### config.mk
export PLATFORM = sky130hd
export DESIGN_NAME = i8_out_pack_flat
export DESIGN_NICKNAME = d
export VERILOG_FILES = /design/src/rtl/i8_out_pack_pkg.sv /design/src/rtl/i8_out_pack_if.sv /design/src/rtl/i8_sfifo.sv /design/src/rtl/i8_out_pack.sv /design/src/flat_wrapper.sv
export SDC_FILE = /design/constraint.sdc
export NUM_CORES = 1
export LEC_CHECK = 0
export ABC_AREA = 0
export CORE_ASPECT_RATIO = 1.25
export CORE_UTILIZATION = 40
export DETAILED_ROUTE_END_ITERATION = 7
export GPL_TIMING_DRIVEN = 0
export PLACE_DENSITY = 0.68
export REMOVE_ABC_BUFFERS = 1
export SLEW_MARGIN = 10
export SYNTH_ARGS = -nofsm -noshare
export SYNTH_HDL_FRONTEND = slang
export SYNTH_SLANG_ARGS = --single-unit
### constraint.sdc
create_clock -name clk -period 19.35 [get_ports clk]
set_input_delay 5.805 -clock clk [delete_from_list [all_inputs] [get_ports clk]]
set_output_delay 5.805 -clock clk [all_outputs]
set_load 0.05 [all_outputs]
### src/rtl/i8_out_pack_pkg.sv
`default_nettype none
// ============================================================================
// Module : i8_out_pack_pkg
// Desc   : Shared types and the byte-lane/word-split helper for the int8 output packer
// Rev    : 1.0  initial release
// ============================================================================
package i8_out_pack_pkg;

  localparam int c_NCH_MAX = 4;

  typedef logic signed [7:0] s8_t;
  typedef logic [31:0]       u32_t;

  // Entries are always stored at the widest lane count; unused lanes carry zeros.
  typedef struct packed {
    u32_t                    adr;
    logic [8*c_NCH_MAX-1:0]  d;
    logic [c_NCH_MAX-1:0]    m;
  } pack_ent_t;

  localparam int c_ENT_W = $bits(pack_ent_t);

  typedef enum logic [1:0] {
    IDLE = 2'd0,
    LOAD = 2'd1,
    WRLO = 2'd2,
    WRHI = 2'd3
  } wst_t;

  typedef struct packed {
    u32_t        lo_adr;
    u32_t        hi_adr;
    logic [31:0] lo_wd;
    logic [31:0] hi_wd;
    logic [3:0]  lo_be;
    logic [3:0]  hi_be;
  } wpair_t;

  function automatic wpair_t split_ent(input pack_ent_t e);
    wpair_t      r;
    logic [31:0] dm;
    logic [7:0]  be8;
    logic [63:0] d64;
    logic [1:0]  sh;
    sh = e.adr[1:0];
    for (int i = 0; i < c_NCH_MAX; i++) begin
      dm[8*i +: 8] = e.d[8*i +: 8] & {8{e.m[i]}};
    end
    be8 = {4'b0000, e.m} << sh;
    d64 = {32'd0, dm} << {sh, 3'b000};
    r.lo_adr = {e.adr[31:2], 2'b00};
    r.hi_adr = r.lo_adr + 32'd4;
    r.lo_wd  = d64[31:0];
    r.hi_wd  = d64[63:32];
    r.lo_be  = be8[3:0];
    r.hi_be  = be8[7:4];
    return r;
  endfunction

endpackage
`default_nettype wire

### src/rtl/i8_out_pack_if.sv
`default_nettype none
// ============================================================================
// Module : i8_out_pack_if
// Desc   : MAC-group capture and output-memory write bundle of the packer
// Rev    : 1.0  initial release
// ============================================================================
interface i8_out_pack_if #(
  parameter int NCH = 4
);
  logic               acvalid;
  logic [8*NCH-1:0]   accd;
  logic [NCH-1:0]     lmask;
  logic [31:0]        oadr;
  logic               afull;
  logic               full;
  logic               ovf;
  logic               mem_wreq;
  logic [31:0]        mem_adr;
  logic [31:0]        mem_wd;
  logic [3:0]         mem_be;
  logic               mem_wack;
  logic               busy;
  logic [15:0]        wcount;

  // master: MAC lanes plus memory responder; slave: the packer itself
  modport master (
    output acvalid, accd, lmask, oadr, mem_wack,
    input  afull, full, ovf, mem_wreq, mem_adr, mem_wd, mem_be, busy, wcount
  );

  modport slave (
    input  acvalid, accd, lmask, oadr, mem_wack,
    output afull, full, ovf, mem_wreq, mem_adr, mem_wd, mem_be, busy, wcount
  );
endinterface
`default_nettype wire

### src/rtl/i8_sfifo.sv
`default_nettype none
// ============================================================================
// Module : i8_sfifo
// Desc   : Synchronous FIFO with registered read data, full/almost-full and count
// Rev    : 1.0  initial release
// ============================================================================
module i8_sfifo #(
  parameter int WIDTH = 8,
  parameter int DEPTH = 8,
  parameter int AFTH  = 2
) (
  input  logic             clk,
  input  logic             xreset,
  input  logic             clr,
  input  logic             push,
  input  logic             pop,
  input  logic [WIDTH-1:0] wdata,
  output logic [WIDTH-1:0] rdata,
  output logic             full,
  output logic             afull,
  output logic [$clog2(DEPTH):0] count,
  output logic             push_ok
);

  localparam int AW = $clog2(DEPTH);
  localparam logic [AW:0] c_DEPTH = (AW+1)'(DEPTH);
  localparam logic [AW:0] c_AFTH  = (AW+1)'(AFTH);

  logic [WIDTH-1:0] r_mem [DEPTH];
  logic [AW-1:0]    r_wptr;
  logic [AW-1:0]    r_rptr;
  logic [AW:0]      r_count;
  logic [WIDTH-1:0] r_rdata;
  logic             w_rd;
  logic             w_wr;
  logic [AW:0]      w_free;

  // A pop in the same cycle frees the slot, so a push at full still lands.
  assign w_rd   = pop && (r_count != '0);
  assign w_wr   = push && ((r_count != c_DEPTH) || w_rd);
  assign w_free = c_DEPTH - r_count;

  always_ff @(posedge clk) begin
    if (w_wr) begin
      r_mem[r_wptr] <= wdata;
    end
  end

  always_ff @(posedge clk or negedge xreset) begin
    if (!xreset) begin
      r_wptr  <= '0;
      r_rptr  <= '0;
      r_count <= '0;
      r_rdata <= '0;
    end else if (clr) begin
      r_wptr  <= '0;
      r_rptr  <= '0;
      r_count <= '0;
      r_rdata <= '0;
    end else begin
      if (w_wr) begin
        r_wptr <= r_wptr + 1'b1;
      end
      if (w_rd) begin
        r_rptr  <= r_rptr + 1'b1;
        r_rdata <= r_mem[r_rptr];
      end
      case ({w_wr, w_rd})
        2'b10:   r_count <= r_count + 1'b1;
        2'b01:   r_count <= r_count - 1'b1;
        default: r_count <= r_count;
      endcase
    end
  end

  assign rdata   = r_rdata;
  assign full    = (r_count == c_DEPTH);
  assign afull   = (w_free <= c_AFTH);
  assign count   = r_count;
  assign push_ok = w_wr && !clr;

endmodule
`default_nettype wire

### src/rtl/i8_out_pack.sv
`default_nettype none
// ============================================================================
// Module : i8_out_pack
// Desc   : Buffers clamped s8 MAC groups and drains them as aligned 32-bit writes
// Rev    : 1.0  initial release
// ============================================================================
module i8_out_pack
  import i8_out_pack_pkg::*;
#(
  parameter int NCH  = 4,
  parameter int FD   = 8,
  parameter int AFTH = 2
) (
  input  logic          clk,
  input  logic          xreset,
  input  logic          clr,
  i8_out_pack_if.slave  bus
);

  localparam int AW = $clog2(FD);

  logic [8*c_NCH_MAX-1:0] w_d_ext;
  logic [c_NCH_MAX-1:0]   w_m_ext;
  pack_ent_t              w_ent_in;
  pack_ent_t              w_head;
  logic [c_ENT_W-1:0]     w_rdata;
  wpair_t                 w_split;
  logic                   w_push;
  logic                   w_push_ok;
  logic                   w_pop;
  logic                   w_full;
  logic                   w_afull;
  logic [AW:0]            w_count;
  logic                   w_empty;
  logic                   w_drop;
  logic                   w_wreq;
  logic                   w_load;
  logic                   w_adv_hi;

  wst_t                   r_state;
  wst_t                   w_next;
  logic [31:0]            r_adr;
  logic [31:0]            r_wd;
  logic [3:0]             r_be;
  logic [31:0]            r_hi_adr;
  logic [31:0]            r_hi_wd;
  logic [3:0]             r_hi_be;
  logic                   r_ovf;
  logic [15:0]            r_wcount;

  // Widen the lane bundle to the package entry width; absent lanes read as masked off.
  for (genvar i = 0; i < c_NCH_MAX; i++) begin : g_lane
    if (i < NCH) begin : g_used
      assign w_d_ext[8*i +: 8] = bus.accd[8*i +: 8];
      assign w_m_ext[i]        = bus.lmask[i];
    end else begin : g_pad
      assign w_d_ext[8*i +: 8] = 8'd0;
      assign w_m_ext[i]        = 1'b0;
    end
  end

  assign w_ent_in = '{adr: bus.oadr, d: w_d_ext, m: w_m_ext};
  assign w_push   = bus.acvalid && (bus.lmask != '0) && !clr;
  assign w_drop   = w_push && !w_push_ok;

  i8_sfifo #(
    .WIDTH (c_ENT_W),
    .DEPTH (FD),
    .AFTH  (AFTH)
  ) u_fifo (
    .clk     (clk),
    .xreset  (xreset),
    .clr     (clr),
    .push    (w_push),
    .pop     (w_pop),
    .wdata   (w_ent_in),
    .rdata   (w_rdata),
    .full    (w_full),
    .afull   (w_afull),
    .count   (w_count),
    .push_ok (w_push_ok)
  );

  assign w_empty = (w_count == '0);
  assign w_head  = pack_ent_t'(w_rdata);
  assign w_split = split_ent(w_head);
  assign w_wreq  = (r_state == WRLO) || (r_state == WRHI);

  always_ff @(posedge clk or negedge xreset) begin
    if (!xreset) begin
      r_state <= IDLE;
    end else begin
      r_state <= w_next;
    end
  end

  always_comb begin
    w_next   = r_state;
    w_pop    = 1'b0;
    w_load   = 1'b0;
    w_adv_hi = 1'b0;
    case (r_state)
      IDLE: begin
        if (!w_empty) begin
          w_pop  = 1'b1;
          w_next = LOAD;
        end
      end
      LOAD: begin
        w_load = 1'b1;
        w_next = (w_split.lo_be != 4'd0) ? WRLO : WRHI;
      end
      WRLO: begin
        if (bus.mem_wack) begin
          if (r_hi_be != 4'd0) begin
            w_adv_hi = 1'b1;
            w_next   = WRHI;
          end else if (!w_empty) begin
            w_pop  = 1'b1;
            w_next = LOAD;
          end else begin
            w_next = IDLE;
          end
        end
      end
      WRHI: begin
        if (bus.mem_wack) begin
          if (!w_empty) begin
            w_pop  = 1'b1;
            w_next = LOAD;
          end else begin
            w_next = IDLE;
          end
        end
      end
      default: w_next = IDLE;
    endcase
    if (clr) begin
      w_next   = IDLE;
      w_pop    = 1'b0;
      w_load   = 1'b0;
      w_adv_hi = 1'b0;
    end
  end

  always_ff @(posedge clk or negedge xreset) begin
    if (!xreset) begin
      r_adr    <= '0;
      r_wd     <= '0;
      r_be     <= '0;
      r_hi_adr <= '0;
      r_hi_wd  <= '0;
      r_hi_be  <= '0;
      r_ovf    <= 1'b0;
      r_wcount <= '0;
    end else if (clr) begin
      r_adr    <= '0;
      r_wd     <= '0;
      r_be     <= '0;
      r_hi_adr <= '0;
      r_hi_wd  <= '0;
      r_hi_be  <= '0;
      r_ovf    <= 1'b0;
      r_wcount <= '0;
    end else begin
      if (w_load) begin
        r_hi_adr <= w_split.hi_adr;
        r_hi_wd  <= w_split.hi_wd;
        r_hi_be  <= w_split.hi_be;
        if (w_split.lo_be != 4'd0) begin
          r_adr <= w_split.lo_adr;
          r_wd  <= w_split.lo_wd;
          r_be  <= w_split.lo_be;
        end else begin
          r_adr <= w_split.hi_adr;
          r_wd  <= w_split.hi_wd;
          r_be  <= w_split.hi_be;
        end
      end else if (w_adv_hi) begin
        r_adr <= r_hi_adr;
        r_wd  <= r_hi_wd;
        r_be  <= r_hi_be;
      end
      if (w_wreq && bus.mem_wack) begin
        r_wcount <= r_wcount + 16'd1;
      end
      if (w_drop) begin
        r_ovf <= 1'b1;
      end
    end
  end

  assign bus.afull    = w_afull;
  assign bus.full     = w_full;
  assign bus.ovf      = r_ovf;
  assign bus.mem_wreq = w_wreq;
  assign bus.mem_adr  = r_adr;
  assign bus.mem_wd   = r_wd;
  assign bus.mem_be   = r_be;
  assign bus.busy     = !w_empty || (r_state != IDLE);
  assign bus.wcount   = r_wcount;

endmodule
`default_nettype wire

### src/flat_wrapper.sv
// flat-port wrapper written by rule: the top's interface ports become plain ports
module i8_out_pack_flat import i8_out_pack_pkg::*;
#(
  parameter int NCH  = 4,
  parameter int FD   = 8,
  parameter int AFTH = 2
)
  (clk, xreset, clr, bus_acvalid, bus_accd, bus_lmask, bus_oadr, bus_mem_wack, bus_afull, bus_full, bus_ovf, bus_mem_wreq, bus_mem_adr, bus_mem_wd, bus_mem_be, bus_busy, bus_wcount);
  i8_out_pack_if #(.NCH(NCH)) bus_i ();
  input  logic clk;
  input  logic xreset;
  input  logic clr;
  input wire logic [$bits(bus_i.acvalid)-1:0] bus_acvalid;
  input wire logic [$bits(bus_i.accd)-1:0] bus_accd;
  input wire logic [$bits(bus_i.lmask)-1:0] bus_lmask;
  input wire logic [$bits(bus_i.oadr)-1:0] bus_oadr;
  input wire logic [$bits(bus_i.mem_wack)-1:0] bus_mem_wack;
  output wire logic [$bits(bus_i.afull)-1:0] bus_afull;
  output wire logic [$bits(bus_i.full)-1:0] bus_full;
  output wire logic [$bits(bus_i.ovf)-1:0] bus_ovf;
  output wire logic [$bits(bus_i.mem_wreq)-1:0] bus_mem_wreq;
  output wire logic [$bits(bus_i.mem_adr)-1:0] bus_mem_adr;
  output wire logic [$bits(bus_i.mem_wd)-1:0] bus_mem_wd;
  output wire logic [$bits(bus_i.mem_be)-1:0] bus_mem_be;
  output wire logic [$bits(bus_i.busy)-1:0] bus_busy;
  output wire logic [$bits(bus_i.wcount)-1:0] bus_wcount;
  assign bus_i.acvalid = bus_acvalid;
  assign bus_i.accd = bus_accd;
  assign bus_i.lmask = bus_lmask;
  assign bus_i.oadr = bus_oadr;
  assign bus_i.mem_wack = bus_mem_wack;
  assign bus_afull = bus_i.afull;
  assign bus_full = bus_i.full;
  assign bus_ovf = bus_i.ovf;
  assign bus_mem_wreq = bus_i.mem_wreq;
  assign bus_mem_adr = bus_i.mem_adr;
  assign bus_mem_wd = bus_i.mem_wd;
  assign bus_mem_be = bus_i.mem_be;
  assign bus_busy = bus_i.busy;
  assign bus_wcount = bus_i.wcount;
  i8_out_pack #(.NCH(NCH), .FD(FD), .AFTH(AFTH)) u_core (.clk(clk), .xreset(xreset), .clr(clr), .bus(bus_i));
endmodule
==> results of run 1 <==
==> final cells by class <==
cell class | count | area, sq um | area share
Timing Repair Buffer | 220 | 2680 | 0.0717
Antenna cell | 2 | 5.00 | 0.000134
Clock inverter | 35 | 339 | 0.00906
Sequential cell | 764 | 21900 | 0.584
Clock buffer | 100 | 2050 | 0.0548
Multi-Input combinational cell | 1097 | 9140 | 0.244
Tap cell | 1044 | 1310 | 0.0349
Inverter | 9 | 33.8 | 0.000903
==> power by group through the flow <==
stage	registers, mW	clock network (mW)	logic [mW]
final	2.12	1.42	1.27
after global routing	2.14	1.51	1.36
after CTS	2.12	1.45	1.28
after detailed placement	2.15	0	1.27
after global placement	2.23	0	1.23
after floorplan	2.27	0	0.704
==> placed cells by master (no fill, tap or decap), types with 8 or more instances in the layout <==
master	instances
clkbuf_8	8
ha_1	8
a211oi_1	85
buf_12	16
dfrtp_1	215
buf_6	11
clkbuf_1	17
nand4_1	12
mux2_2	10
clkbuf_16	75
a22oi_1	8
a21o_1	12
buf_4	15
clkinv_2	10
mux4_2	136
nor2_4	8
nor3_1	13
a31oi_1	9
a32oi_1	11
xnor2_1	19
nand2_1	148
clkinv_1	9
xor2_1	39
nand3_1	42
and3_1	21
buf_16	19
nor2_1	144
edfxtp_1	544
clkdlybuf4s50_1	157
a21oi_1	75
a311oi_1	12
mux2i_1	72
and3b_1	8
and4_1	8
o21ai_0	80
o22ai_1	8
==> metrics by stage <==
| stage | utilization | cells | hold WS [ns] | instance area, sq um | setup WS, ns |
|---|---|---|---|---|---|
| 2_1_floorplan | - | 1870 | 0.441 | 30900 | 7.22 |
| 3_3_place_gp | 0.435 | 3073 | 0.456 | 33800 | -4.97 |
| 3_5_place_dp | 0.450 | 3134 | 0.458 | 35000 | 9.68 |
| 4_1_cts | 0.481 | 3269 | 0.473 | 37400 | 10.31 |
| 5_1_grt | 0.481 | 3269 | 0.493 | 37400 | 10.13 |
| 6_report | 0.481 | 3271 | 0.473 | 37400 | 10.25 |
==> state kept, by name, summed over array words and instances, names as in the netlist <==
name	count
u_core.bus.mem_wd	32
u_core.bus.mem_be	4
u_core.u_fifo.count	4
u_core.u_fifo.rdata	68
u_core.r_state	2
u_core.u_fifo.r_mem	544
u_core.bus.wcount	16
u_core.bus.mem_adr	30
u_core.u_fifo.r_rptr	3
u_core.r_hi_wd	24
u_core.bus.ovf	1
u_core.u_fifo.r_wptr	3
u_core.r_hi_adr	30
u_core.r_hi_be	3
==> cell families (layout without fill, tap and decap cells) <==
logic type      after synthesis  count (layout)
simple gates                448             448
fa+ha+maj                     9               9
other cells                   1               4
mux                         219             219
compound gates              361             361
buf+inv                     157             364
flops                       764             764
xor+xnor                     58              58
==> final timing paths <==
path / to / slack [ns] / cells past startpoint
worst max register to register: u_core.bus.mem_adr[6]$_DFFE_PN0P_ / 15.33 / 5
worst min-delay path: u_core.r_hi_wd[20]$_DFFE_PN0P_ / 0.47 / 2
worst max-delay path: u_core.u_fifo.r_mem[1][10]$_DFFE_PP_ / 10.25 / 11
max in group asynchronous: u_core.u_fifo.rdata[55]$_DFFE_PN0P_ / 13.43 / 2
min in group asynchronous: u_core.bus.mem_wd[15]$_DFFE_PN0P_ / 5.08 / 1
worst min register to register: u_core.r_hi_wd[20]$_DFFE_PN0P_ / 0.47 / 2
==> per-layer routing <==
| layer | vias up | global-route usage | routed length [um] |
|---|---|---|---|
| met2 | 715 | 0.324 | 38300 |
| li1 | 8129 | - | - |
| met4 | 10 | 0.0709 | 2200 |
| met5 | - | 0 | 63 |
| met1 | 9623 | 0.266 | 32500 |
| met3 | 139 | 0.0378 | 5170 |
==> worst max-delay path: cells and delay by family <==
kind                   cells  cell delay, ns
AOI/OAI and AO/OA          2            0.51
buffers and inverters      6            1.69
and+or+nand+nor            3            1.40
==> impl_metrics.json, run 1 <==
{
  "synth_xor_area_frac": 0.0161,
  "synth-adder-area-share": 0.00380,
  "drtIter0Drc": 1973,
  "cts_setup_buffers": 0,
  "synth-compound-area-share": 0.0765,
  "finalCritPeriodShare": 0.470,
  "slowest_stage": "clkdlybuf4s50_1",
  "start_kind": "input port",
  "worst-setup-path-type": "in2reg",
  "synth.avg_cell_area_sq_um": 15.7,
  "place_congestion": 0.822,
  "synth_edf_count": 544,
  "regToRegStartpoint": "u_core.u_fifo.rdata[37]$_DFFE_PN0P_",
  "leakage_nw": 12.6,
  "antenna_found_initial": 7,
  "combPwrFrac": 0.264,
  "syn-cell-area_sq_um": 31600,
  "drc": 0,
  "ctsHoldBuffers": 0,
  "fmax_ghz": 0.110,
  "max-slew-margin-rel": 0.112,
  "ys_ff_latch": 764,
  "switching_share": 0.328,
  "yosysMostFrequentCell": "edfxtp_1",
  "finalMaxSlewViolations": 0,
  "crit_chain": "clkdlybuf4s50_1 -> or4b_1 -> a21o_1 -> a21boi_4 -> nand2_1 -> nor3_2 -> buf_6 -> buf_6 -> buf_4 -> buf_6 -> buf_6",
  "cts.root.buffer_cell": "clkbuf_16",
  "pwr-share-clk": 0.295,
  "wl_um": 78200,
  "cp-end-kind": "flip-flop",
  "p_per_area_nw_per_um2": 129,
  "finalNetCount": 2248,
  "yosysTopAreaCellShare": 0.517,
  "cts_htree_levels": 3,
  "dieArea_sq_um": 80100,
  "clkSlewWorstSetupHoldPaths_ns": 0.06,
  "max_stage_delay_ns": 0.70,
  "rsz0062_at_grt": "no",
  "finalHoldViolations": 0,
  "seq_power_share": 0.440,
  "path_common_cell": "buf_6",
  "power.switching_mw": 1.58,
  "die_y_um": 316,
  "port-buffer-count": 159,
  "fin_crit_ns": 9.10,
  "worstPathRequired_ns": 19.69,
  "final-setup-viol-count": 0,
  "clk_latency_ns": 0.63,
  "power_mw": 4.81,
  "synth_async_sr_flop_share": 0.288,
  "skew_ns": 0.0187,
  "overflow": 0,
  "worstSetupStartpoint": "bus_mem_wack",
  "synthFlopType": "edfxtp_1",
  "synth_area_leaders": "edfxtp_1, dfrtp_1, mux4_2",
  "drtPass1Iterations": 6,
  "status": "finished, final reports clean",
  "synth_largest_area_cell": "edfxtp_1",
  "ir_drop_mv": 0.0892,
  "ant_nets": 0,
  "grt_pass1_wl_um": 119000,
  "rows": 114,
  "ys.warnings.count": 0,
  "start_util": 0.406,
  "hp-class": "reg2reg",
  "core_area_sq_um": 77700,
  "fill_cells": 6448,
  "numCtsBuffers": 74,
  "internal-power_mw": 3.24,
  "yosys-top-cells-count": "edfxtp_1, dfrtp_1, nor2_1",
  "yosysSeqAreaShare": 0.692,
  "worstHoldStart": "u_core.r_hi_wd[20]$_DFFE_PN0P_",
  "grt.total_usage": 0.199,
  "grt_max_degree": 98,
  "crit_fanout": 8,
  "cts.path.max_buffers": 3,
  "cts_tree": "done",
  "setup-tns-final_ns": 0,
  "post_cts_resized": 0,
  "drive_gt1_frac": 0.160,
  "num_vias": 18600,
  "worstMarginPinSlew_ns": 1.33,
  "drv_cap": 0,
  "vias_per_cell": 5.69,
  "synthMuxAreaShare": 0.124,
  "yosys.area_share.simple": 0.0659,
  "grt_pass1_vias": 19200,
  "wire_per_inst_um": 23.9,
  "ios": 162,
  "cp.arrival_ns": 9.43,
  "place_hpwl_um": 51600,
  "synth_cell_types": 76,
  "cts.sinks": 764,
  "synth_top_family_by_area": "multiplexers",
  "netlist_instances": 2017,
  "dieWidth_um": 253,
  "area_growth_pct": 18.5
}
No activity file was read; power rests on OpenSTA's default activity.
==> inputs of run 2 (changes only) <==
--- a/config.mk
+++ b/config.mk
@@ -10,7 +10,7 @@
 export CORE_UTILIZATION = 40
 export DETAILED_ROUTE_END_ITERATION = 7
 export GPL_TIMING_DRIVEN = 0
-export PLACE_DENSITY = 0.68
+export PLACE_DENSITY = 0.7
 export REMOVE_ABC_BUFFERS = 1
 export SLEW_MARGIN = 10
 export SYNTH_ARGS = -nofsm -noshare
==> constraint.sdc (replaced) <==
create_clock -name clk -period 8 [get_ports clk]
set_input_delay 2.4 -clock clk [delete_from_list [all_inputs] [get_ports clk]]
set_output_delay 2.4 -clock clk [all_outputs]
set_load 0.05 [all_outputs]
==> run 2 against run 1 <==
Effect of this change: clock power up 140%; setup slack worse by 7.9 ns; global-route usage down 0.53 points; design area about the same; flip-flop and latch count unchanged; register-to-register slack worse by 12 ns; via count about the same; non-clock buffer count unchanged; count of clock-buffer cells in the layout up 3; first-iteration DRC count down 11%; hold slack better by 0.0067 ns; largest cell class unchanged; largest power group unchanged; highest routed layer unchanged.
==> impl_metrics.json, run 2 (synthesized netlist as in run 1, its figures left out) <==
{
  "drc": 0,
  "finalCritPeriodShare": 0.704,
  "skew_ns": 0.0346,
  "crit_fanout": 95,
  "ant_nets": 0,
  "rsz0062_at_grt": "no",
  "final-setup-viol-count": 0,
  "path_buf_inv": 8,
  "wire_per_inst_um": 23.5,
  "cts.root.buffer_cell": "clkbuf_16",
  "port-buffer-count": 159,
  "dp.cells": 3134,
  "drtIter0Drc": 1763,
  "cts.sinks": 764,
  "dieArea_sq_um": 80100,
  "ctsHoldBuffers": 0,
  "worstPathRequired_ns": 8.32,
  "start_kind": "input port",
  "antenna_found_initial": 12,
  "largest_reg_flops": 544,
  "grt.total_usage": 0.193,
  "core_area_sq_um": 77700,
  "slowest_stage": "inv_2",
  "worstMarginPinSlew_ns": 1.23,
  "worst-setup-path-type": "in2reg",
  "final_cell_mix": "edfxtp_1, dfrtp_1, clkdlybuf4s50_1, nand2_1, nor2_1",
  "drv_cap": 0,
  "path_common_cell": "buf_6",
  "leakage_nw": 12.6,
  "die_y_um": 316,
  "drive_gt1_frac": 0.159,
  "layout.cells.non_filler": 3271,
  "rows": 114,
  "wl_um": 76900,
  "setup-tns-final_ns": 0,
  "clkSlewWorstSetupHoldPaths_ns": 0.06,
  "post_cts_resized": 0,
  "largest_register": "u_core.u_fifo.r_mem",
  "grt_pass1_vias": 18800,
  "vias_per_cell": 5.69,
  "grt_pass1_wl_um": 116000,
  "fin_crit_ns": 5.63,
  "num_vias": 18600,
  "grt_max_degree": 101,
  "finalNetCount": 2246,
  "max_stage_delay_ns": 0.65,
  "max-slew-margin-rel": 0.181,
  "place_hpwl_um": 50600,
  "start_util": 0.406,
  "drtPass1Iterations": 6,
  "cts_tree": "done",
  "layout_commonest_cell": "edfxtp_1",
  "hp-class": "reg2reg",
  "status": "finished, final reports clean",
  "fmax_ghz": 0.178,
  "p_per_area_nw_per_um2": 311,
  "ios": 162,
  "dieWidth_um": 253,
  "crit_chain": "buf_6 -> buf_16 -> inv_2 -> and3_1 -> a21boi_4 -> nand2b_1 -> nor3_2 -> buf_6 -> buf_6 -> buf_6 -> buf_6 -> buf_6",
  "ir_drop_mv": 0.198,
  "worst_slack_ns": 2.37,
  "finalHoldViolations": 0,
  "cp.arrival_ns": 5.95,
  "fin_area_sq_um": 37400,
  "fill_cells": 6371,
  "cts_setup_buffers": 0,
  "place_congestion": 0.878,
  "area_growth_pct": 18.4,
  "cts.path.max_buffers": 3,
  "finalMaxSlewViolations": 0,
  "cts_htree_levels": 3,
  "overflow": 0,
  "crit_family": "buffers and inverters",
  "clk_latency_ns": 0.64,
  "cp-end-kind": "flip-flop",
  "numCtsBuffers": 72,
  "dp_slack_ns": 1.76,
  "place_area_sq_um": 35000
}
run 2: final cells by class:
cell class              count  area, sq um  area share
clock inverters            31          285     0.00763
multi-input cells        1097         9140       0.244
inverters                   9         33.8    0.000904
flip-flops and latches    764        21900       0.585
clock buffers             103         2080      0.0557
well taps                1044         1310      0.0349
repair buffers            220         2670      0.0715
diodes                      3         7.51    0.000201
run 2: report_power, final:
group          total, mW  switching (mW)  internal (mW)  leakage (nW)
registers           5.11           0.499           4.61          7.87
logic               3.11            1.84           1.26          3.59
clock network       3.41            1.48           1.93          1.14
run 2: path summary, 6_finish.rpt:
kind / cells past startpoint / slack (ns) / to / from
min in group asynchronous: 1 / 1.64 / u_core.bus.mem_wd[15]$_DFFE_PN0P_ / xreset
setup / recovery: 12 / 2.37 / u_core.u_fifo.r_mem[0][5]$_DFFE_PP_ / clr
hold reg to reg: 2 / 0.48 / u_core.r_hi_wd[21]$_DFFE_PN0P_ / u_core.r_hi_wd[21]$_DFFE_PN0P_
hold / removal: 2 / 0.48 / u_core.r_hi_wd[21]$_DFFE_PN0P_ / u_core.r_hi_wd[21]$_DFFE_PN0P_
max in group asynchronous: 3 / 5.12 / u_core.u_fifo.r_rptr[0]$_DFFE_PN0P_ / xreset
setup reg to reg: 5 / 3.57 / u_core.bus.mem_adr[6]$_DFFE_PN0P_ / u_core.u_fifo.rdata[37]$_DFFE_PN0P_
run 2: per-stage QoR:
step	hold WS [ns]	total power, mW	utilization
6_report	0.479	11.6	0.481
5_1_grt	0.495	12.1	0.481
4_1_cts	0.477	11.7	0.481
3_5_place_dp	0.462	8.27	0.450
3_3_place_gp	0.457	8.34	0.435
2_1_floorplan	0.441	7.19	-
run 2: layer usage:
metal	part of all wire	wire length (um)	GRT usage	vias up
met5	0.0019	150	0	-
met4	0.025	1960	0.0621	22
met3	0.077	5910	0.0484	141
met2	0.49	38000	0.318	702
met1	0.40	31000	0.252	9598
li1	-	-	-	8149
run 2: worst reg2reg max path: stages (launching register included):
cell and delay (ns):
dfrtp_1 1.13, nor2b_1 0.29, o21bai_1 0.98, nand2_1 1.04, or4_1 0.73, a31oi_1 0.17
==> RTL change 1: new RTL, config.mk and constraints of run 2 <==
`FD` is set to 8 in 2 places; all go to 4.
--- a/src/rtl/i8_out_pack.sv
+++ b/src/rtl/i8_out_pack.sv
@@ -8,7 +8,7 @@
   import i8_out_pack_pkg::*;
 #(
   parameter int NCH  = 4,
-  parameter int FD   = 8,
+  parameter int FD   = 4,
   parameter int AFTH = 2
 ) (
   input  logic          clk,
--- a/src/flat_wrapper.sv
+++ b/src/flat_wrapper.sv
@@ -2,7 +2,7 @@
 module i8_out_pack_flat import i8_out_pack_pkg::*;
 #(
   parameter int NCH  = 4,
-  parameter int FD   = 8,
+  parameter int FD   = 4,
   parameter int AFTH = 2
 )
   (clk, xreset, clr, bus_acvalid, bus_accd, bus_lmask, bus_oadr, bus_mem_wack, bus_afull, bus_full, bus_ovf, bus_mem_wreq, bus_mem_adr, bus_mem_wd, bus_mem_be, bus_busy, bus_wcount);
Check against the original RTL: not equivalent (a bounded check fails within 4 cycles, from zero or initial values and one cycle with xreset low).
==> RTL change 1 against run 2 <==
Count of clock-buffer cells in the layout is 35 lower; combinational power fell by 21%; total power shrank 29%; critical path depth down 7; wire length shrank 30%; worst setup slack gained 0.55 ns; non-clock buffer count fell by 42; largest cell class unchanged; hold slack got worse by 0.0094 ns; sequential cell count fell by 275; critical path type is now flop to output pin; cell area is 33% lower; synthesized area is 33% lower; highest routed layer unchanged.
==> RTL change 1: results (changes against run 2) <==
| Metric | Value |
|---|---|
| Post-DP Area | `23,500 sq um (was 35,000 sq um)` |
| Clk_lat worst skew | `0.58 ns (was 0.64 ns)` |
| Number of DRC markers in iteration 0 | `1,489 (was 1,763)` |
| Crit path max-delay family | `buffers and inverters (unchanged)` |
| Largest register by flop count | `u_core.u_fifo.r_mem (unchanged)` |
| Post-CTS Setup Inserts | `0 (unchanged)` |
| Via count | `14,200 (was 18,600)` |
| Largest net degree at the start of global routing | `109 (was 101)` |
| Max FFs per register | `272 (was 544)` |
| Status | `finished, final reports clean (unchanged)` |
| Leak | `0.00902 uW (was 0.0126 uW)` |
| First-pass GRT wire length | `83,800 um (was 116,000 um)` |
| Crit path largest cell delay | `0.86 ns (was 0.65 ns)` |
| Antenna violations before repair | `10 (was 12)` |
| GP Congestion | `0.872 (was 0.878)` |
| Worst Path Arrival | `2.68 ns (was 5.95 ns)` |
| Post-synthesis xor/xnor area fraction | `0.0175 (was 0.0161)` |
| CP max FO | `4 (was 95)` |
| Top cells by area, synth | `edfxtp_1 (39%), dfrtp_1 (26%), mux4_2 (7.3%) (was edfxtp_1 (52%), dfrtp_1 (17%), mux4_2 (9.7%))` |
| NumNets Final | `1,830 (was 2,246)` |
| Fillers | `4,333 (was 6,371)` |
| Synth Warn # | `0 (unchanged)` |
| Worst Max-Slew Pin Slew | `1.31 ns (was 1.23 ns)` |
| Post-cts resize count | `0 (unchanged)` |
| Clk buf depth | `3 (unchanged)` |
| Hold Crit Class | `flop to flop (unchanged)` |
| Port Buffer Count | `159 (unchanged)` |
| DP HPWL | `34,900 um (was 50,600 um)` |
| Mean routed wirelength per cell | `21.9 um (was 23.5 um)` |
| Sequential area share after synthesis | `0.646 (was 0.692)` |
| GRT Util Overall | `0.200 (was 0.193)` |
| Number of iterations in the first detailed-routing pass | `6 (unchanged)` |
| Reg clk slew, reported paths | `0.06 ns (about the same)` |
| Number of synthesized flops with an enable pin | `272 (was 544)` |
| CTS root buf | `clkbuf_16 (unchanged)` |
| Ratio of cells with drive above 1 in the final layout | `0.108 (was 0.159)` |
| Synth top cells by count | `edfxtp_1 (272), nand2_1 (243), dfrtp_1 (217) (was edfxtp_1 (544), dfrtp_1 (220), nor2_1 (153))` |
| Synth Area in Compound Gates | `0.116 (was 0.0765)` |
| Setup Skew | `0.0286 ns (was 0.0346 ns)` |
| TritonCTS Buffers | `47 (was 72)` |
| Slowest cell on crit path | `clkdlybuf4s50_1 (was inv_2)` |
| H-tree Lvls | `2 (was 3)` |
| Post-synthesis adder-cell area fraction | `0.00689 (was 0.00380)` |
| Netlist cell types | `76 (unchanged)` |
| Ys async rst share | `0.444 (was 0.288)` |
| Max VDD drop | `0.167 mV (was 0.198 mV)` |
| Post-synthesis mux area share | `0.0788 (was 0.124)` |
## RTL change 1: stage by stage
step           setup WS (ns)  power (uW)  cells  utilization
2_1_floorplan           1.33        5010   1519            -
3_3_place_gp           -5.89        5950   2343        0.443
3_5_place_dp            2.63        5990   2362        0.453
4_1_cts                 2.88        8310   2450        0.485
5_1_grt                 2.80        8610   2452        0.485
6_report                2.92        8260   2452        0.485
## RTL change 1: logic make-up after synthesis
group                      count (synthesis)
muxes                                     80
adders and majority gates                 11
other                                      1
and+or+nand+nor                          494
xor gates and xnor gates                  42
DFF                                      489
buffers and inverters                    145
AOI/OAI and AO/OA                        382
## RTL change 1: metal layers
layer / up-vias / share of wire / GRT usage
met4: 16 / 0.034 / 0.0763
met5: - / 0.0021 / 0
li1: 6351 / - / -
met1: 7204 / 0.40 / 0.253
met2: 559 / 0.49 / 0.337
met3: 112 / 0.074 / 0.0444
## RTL change 1: path summary, 6_finish.rpt
path / from / depth (start not counted) / slack [ns] / to
min reg2reg: u_core.r_hi_wd[7] / 1 / 0.47 / u_core.r_hi_wd[7]
max reg2reg: u_core.u_fifo.rdata[37] / 5 / 3.89 / u_core.bus.mem_adr[5]
min in group asynchronous: xreset / 1 / 1.66 / u_core.u_fifo.rdata[56]
min: u_core.r_hi_wd[7] / 1 / 0.47 / u_core.r_hi_wd[7]
max: u_core.u_fifo.count[0] / 5 / 2.92 / bus_afull
max in group asynchronous: xreset / 3 / 5.06 / u_core.u_fifo.r_rptr[0]
## RTL change 1: report_power, final
group          total, uW  internal (uW)  switching [uW]
Sequential          3470           3030             440
Combinational       2470            929            1550
Clock               2310           1340             967
Total               8260           5310            2950
## RTL change 1: area by class of cell
type / instances / area (sq um) / area share
Inverter: 19 / 76.3 / 0.00304
Clock buffer: 68 / 1350 / 0.0537
Tap cell: 665 / 832 / 0.0331
Clock inverter: 20 / 272 / 0.0108
Timing Repair Buffer: 178 / 2050 / 0.0815
Multi-Input combinational cell: 1011 / 6920 / 0.276
Antenna cell: 2 / 5.00 / 0.000199
Sequential cell: 489 / 13600 / 0.542
==> RTL change 2: new RTL, config.mk and constraints of run 2 <==
Made on the original files. Encoding of `wst_t`: now Gray code (2 bits for 4 values).
--- a/src/rtl/i8_out_pack_pkg.sv
+++ b/src/rtl/i8_out_pack_pkg.sv
@@ -21,10 +21,10 @@
   localparam int c_ENT_W = $bits(pack_ent_t);
 
   typedef enum logic [1:0] {
-    IDLE = 2'd0,
-    LOAD = 2'd1,
-    WRLO = 2'd2,
-    WRHI = 2'd3
+    IDLE = 2'b00,
+    LOAD = 2'b01,
+    WRLO = 2'b11,
+    WRHI = 2'b10
   } wst_t;
 
   typedef struct packed {
Function: no difference found for any inputs over 4 cycles, from zero or initial values and one cycle with xreset low; so few cycles prove little.
==> RTL change 2 against run 2 <==
Cell area rose by 1.2%; synthesized area grew 0.45%; total power grew 1.8%; register-to-register slack improved by 0.18 ns; sequential cell count unchanged; worst setup slack lost 0.018 ns; wire length rose by 2.0%; critical path type unchanged; critical endpoint is now u_core.bus.mem_adr[22]; largest cell class unchanged.
==> RTL change 2: results (changes against run 2) <==
| Metric | Value |
|---|---|
| GP Congestion | `0.847 (was 0.878)` |
| Drt via density | `5.72 (was 5.69)` |
| Crit path largest cell delay | `0.98 ns (was 0.65 ns)` |
| TritonCTS Buffers | `73 (was 72)` |
| Max VDD drop | `0.235 mV (was 0.198 mV)` |
| R2R setup slack | `3.75 ns (was 3.57 ns)` |
| Number of DRC markers in iteration 0 | `1,965 (was 1,763)` |
| Post-synthesis adder-cell area fraction | `0.00379 (was 0.00380)` |
| CP max FO | `129 (was 95)` |
| WL final | `78,400 um (was 76,900 um)` |
| Worst Max-Slew Pin Slew | `1.32 ns (was 1.23 ns)` |
| Fillers | `6,520 (was 6,371)` |
| Placed insts | `3,194 (was 3,134)` |
| Initial core utilization | `0.404 (was 0.406)` |
| Post-synthesis mux area share | `0.122 (was 0.124)` |
| Vias in the first global route | `19,400 (was 18,800)` |
| Worst Path Arrival | `6.15 ns (was 5.95 ns)` |
| Leak | `0.0127 uW (was 0.0126 uW)` |
| First-pass GRT wire length | `119,000 um (was 116,000 um)` |
| Post-synthesis xor/xnor area fraction | `0.0122 (was 0.0161)` |
| Slowest cell on crit path | `nand2_1 (was inv_2)` |
| Status | `finished, final reports clean (unchanged)` |
| Top cells by area, synth | `edfxtp_1 (52%), dfrtp_1 (17%), mux4_2 (9.7%) (unchanged)` |
| Netlist cell types | `70 (was 76)` |
| Synth top cells by count | `edfxtp_1 (544), dfrtp_1 (220), nand2_1 (216) (was edfxtp_1 (544), dfrtp_1 (220), nor2_1 (153))` |
| Setup Skew | `0.0275 ns (was 0.0346 ns)` |
| DP HPWL | `51,300 um (was 50,600 um)` |
RTL change 2: cell types whose count changed in the layout (fill, tap and decap cells not counted), sizes merged, moves of 9 or more:
cell	before	now
clkbuf	103	94
nor2	153	107
xor2	39	21
o31ai	4	72
a211oi	88	35
nand3	43	32
nand2	149	216
RTL change 2: through the flow:
stage / utilization / instance area, sq um / setup WS [ns] / hold slack [ns]
after floorplan: - / 31100 / -0.237 / 0.441
after global placement: 0.434 / 34100 / -12.67 / 0.454
after detailed placement: 0.450 / 35400 / 1.80 / 0.458
after CTS: 0.481 / 37800 / 2.45 / 0.473
after global routing: 0.481 / 37800 / 2.25 / 0.494
final: 0.481 / 37800 / 2.35 / 0.468
RTL change 2: power groups by stage:
stage               Clock, uW  Sequential (uW)  Combinational [uW]
floorplan                   0             5520                1700
global placement            0             5420                2980
detailed placement          0             5210                3130
CTS                      3610             5130                3150
global route             3760             5190                3350
finish                   3550             5150                3130
RTL change 2: final cells by class:
cell class,count,area [sq um],area share
Antenna cell,1,2.50,0.0000662
Inverter,15,56.3,0.00149
Multi-Input combinational cell,1140,9360,0.248
Clock buffer,94,1940,0.0512
Sequential cell,764,21900,0.578
Timing Repair Buffer,222,2790,0.0738
Clock inverter,41,503,0.0133
Tap cell,1053,1320,0.0348
RTL change 2: logic make-up after synthesis:
group	after synthesis
AND/OR/NAND/NOR	481
XOR/XNOR	44
flip-flops	764
AO/OA/AOI/OAI	389
buffers and inverters	163
other	1
adder cells (fa/ha/maj)	9
multiplexers	215
RTL change 2: routing by layer:
metal | vias up | part of all wire | track usage
met5 | - | 0.00068 | 0
met4 | 8 | 0.030 | 0.0757
met3 | 151 | 0.074 | 0.0444
met2 | 738 | 0.51 | 0.337
met1 | 9774 | 0.39 | 0.245
li1 | 8370 | - | -
RTL change 2: worst paths after layout:
kind / startpoint / endpoint / cells after the start
max in group asynchronous: xreset / u_core.u_fifo.rdata[30] / 3
setup reg to reg: u_core.r_state[1] / u_core.u_fifo.count[3] / 9
hold / removal: u_core.r_hi_wd[16] / u_core.r_hi_wd[16] / 2
min in group asynchronous: xreset / u_core.bus.mem_adr[17] / 1
hold reg to reg: u_core.r_hi_wd[16] / u_core.r_hi_wd[16] / 2
setup / recovery: clr / u_core.bus.mem_adr[22] / 7
RTL change 2: worst min-delay path, delay by kind of cell (launching register included):
family | cells | cell delay [ns]
DFF | 1 | 0.34
and+or+nand+nor | 2 | 0.10
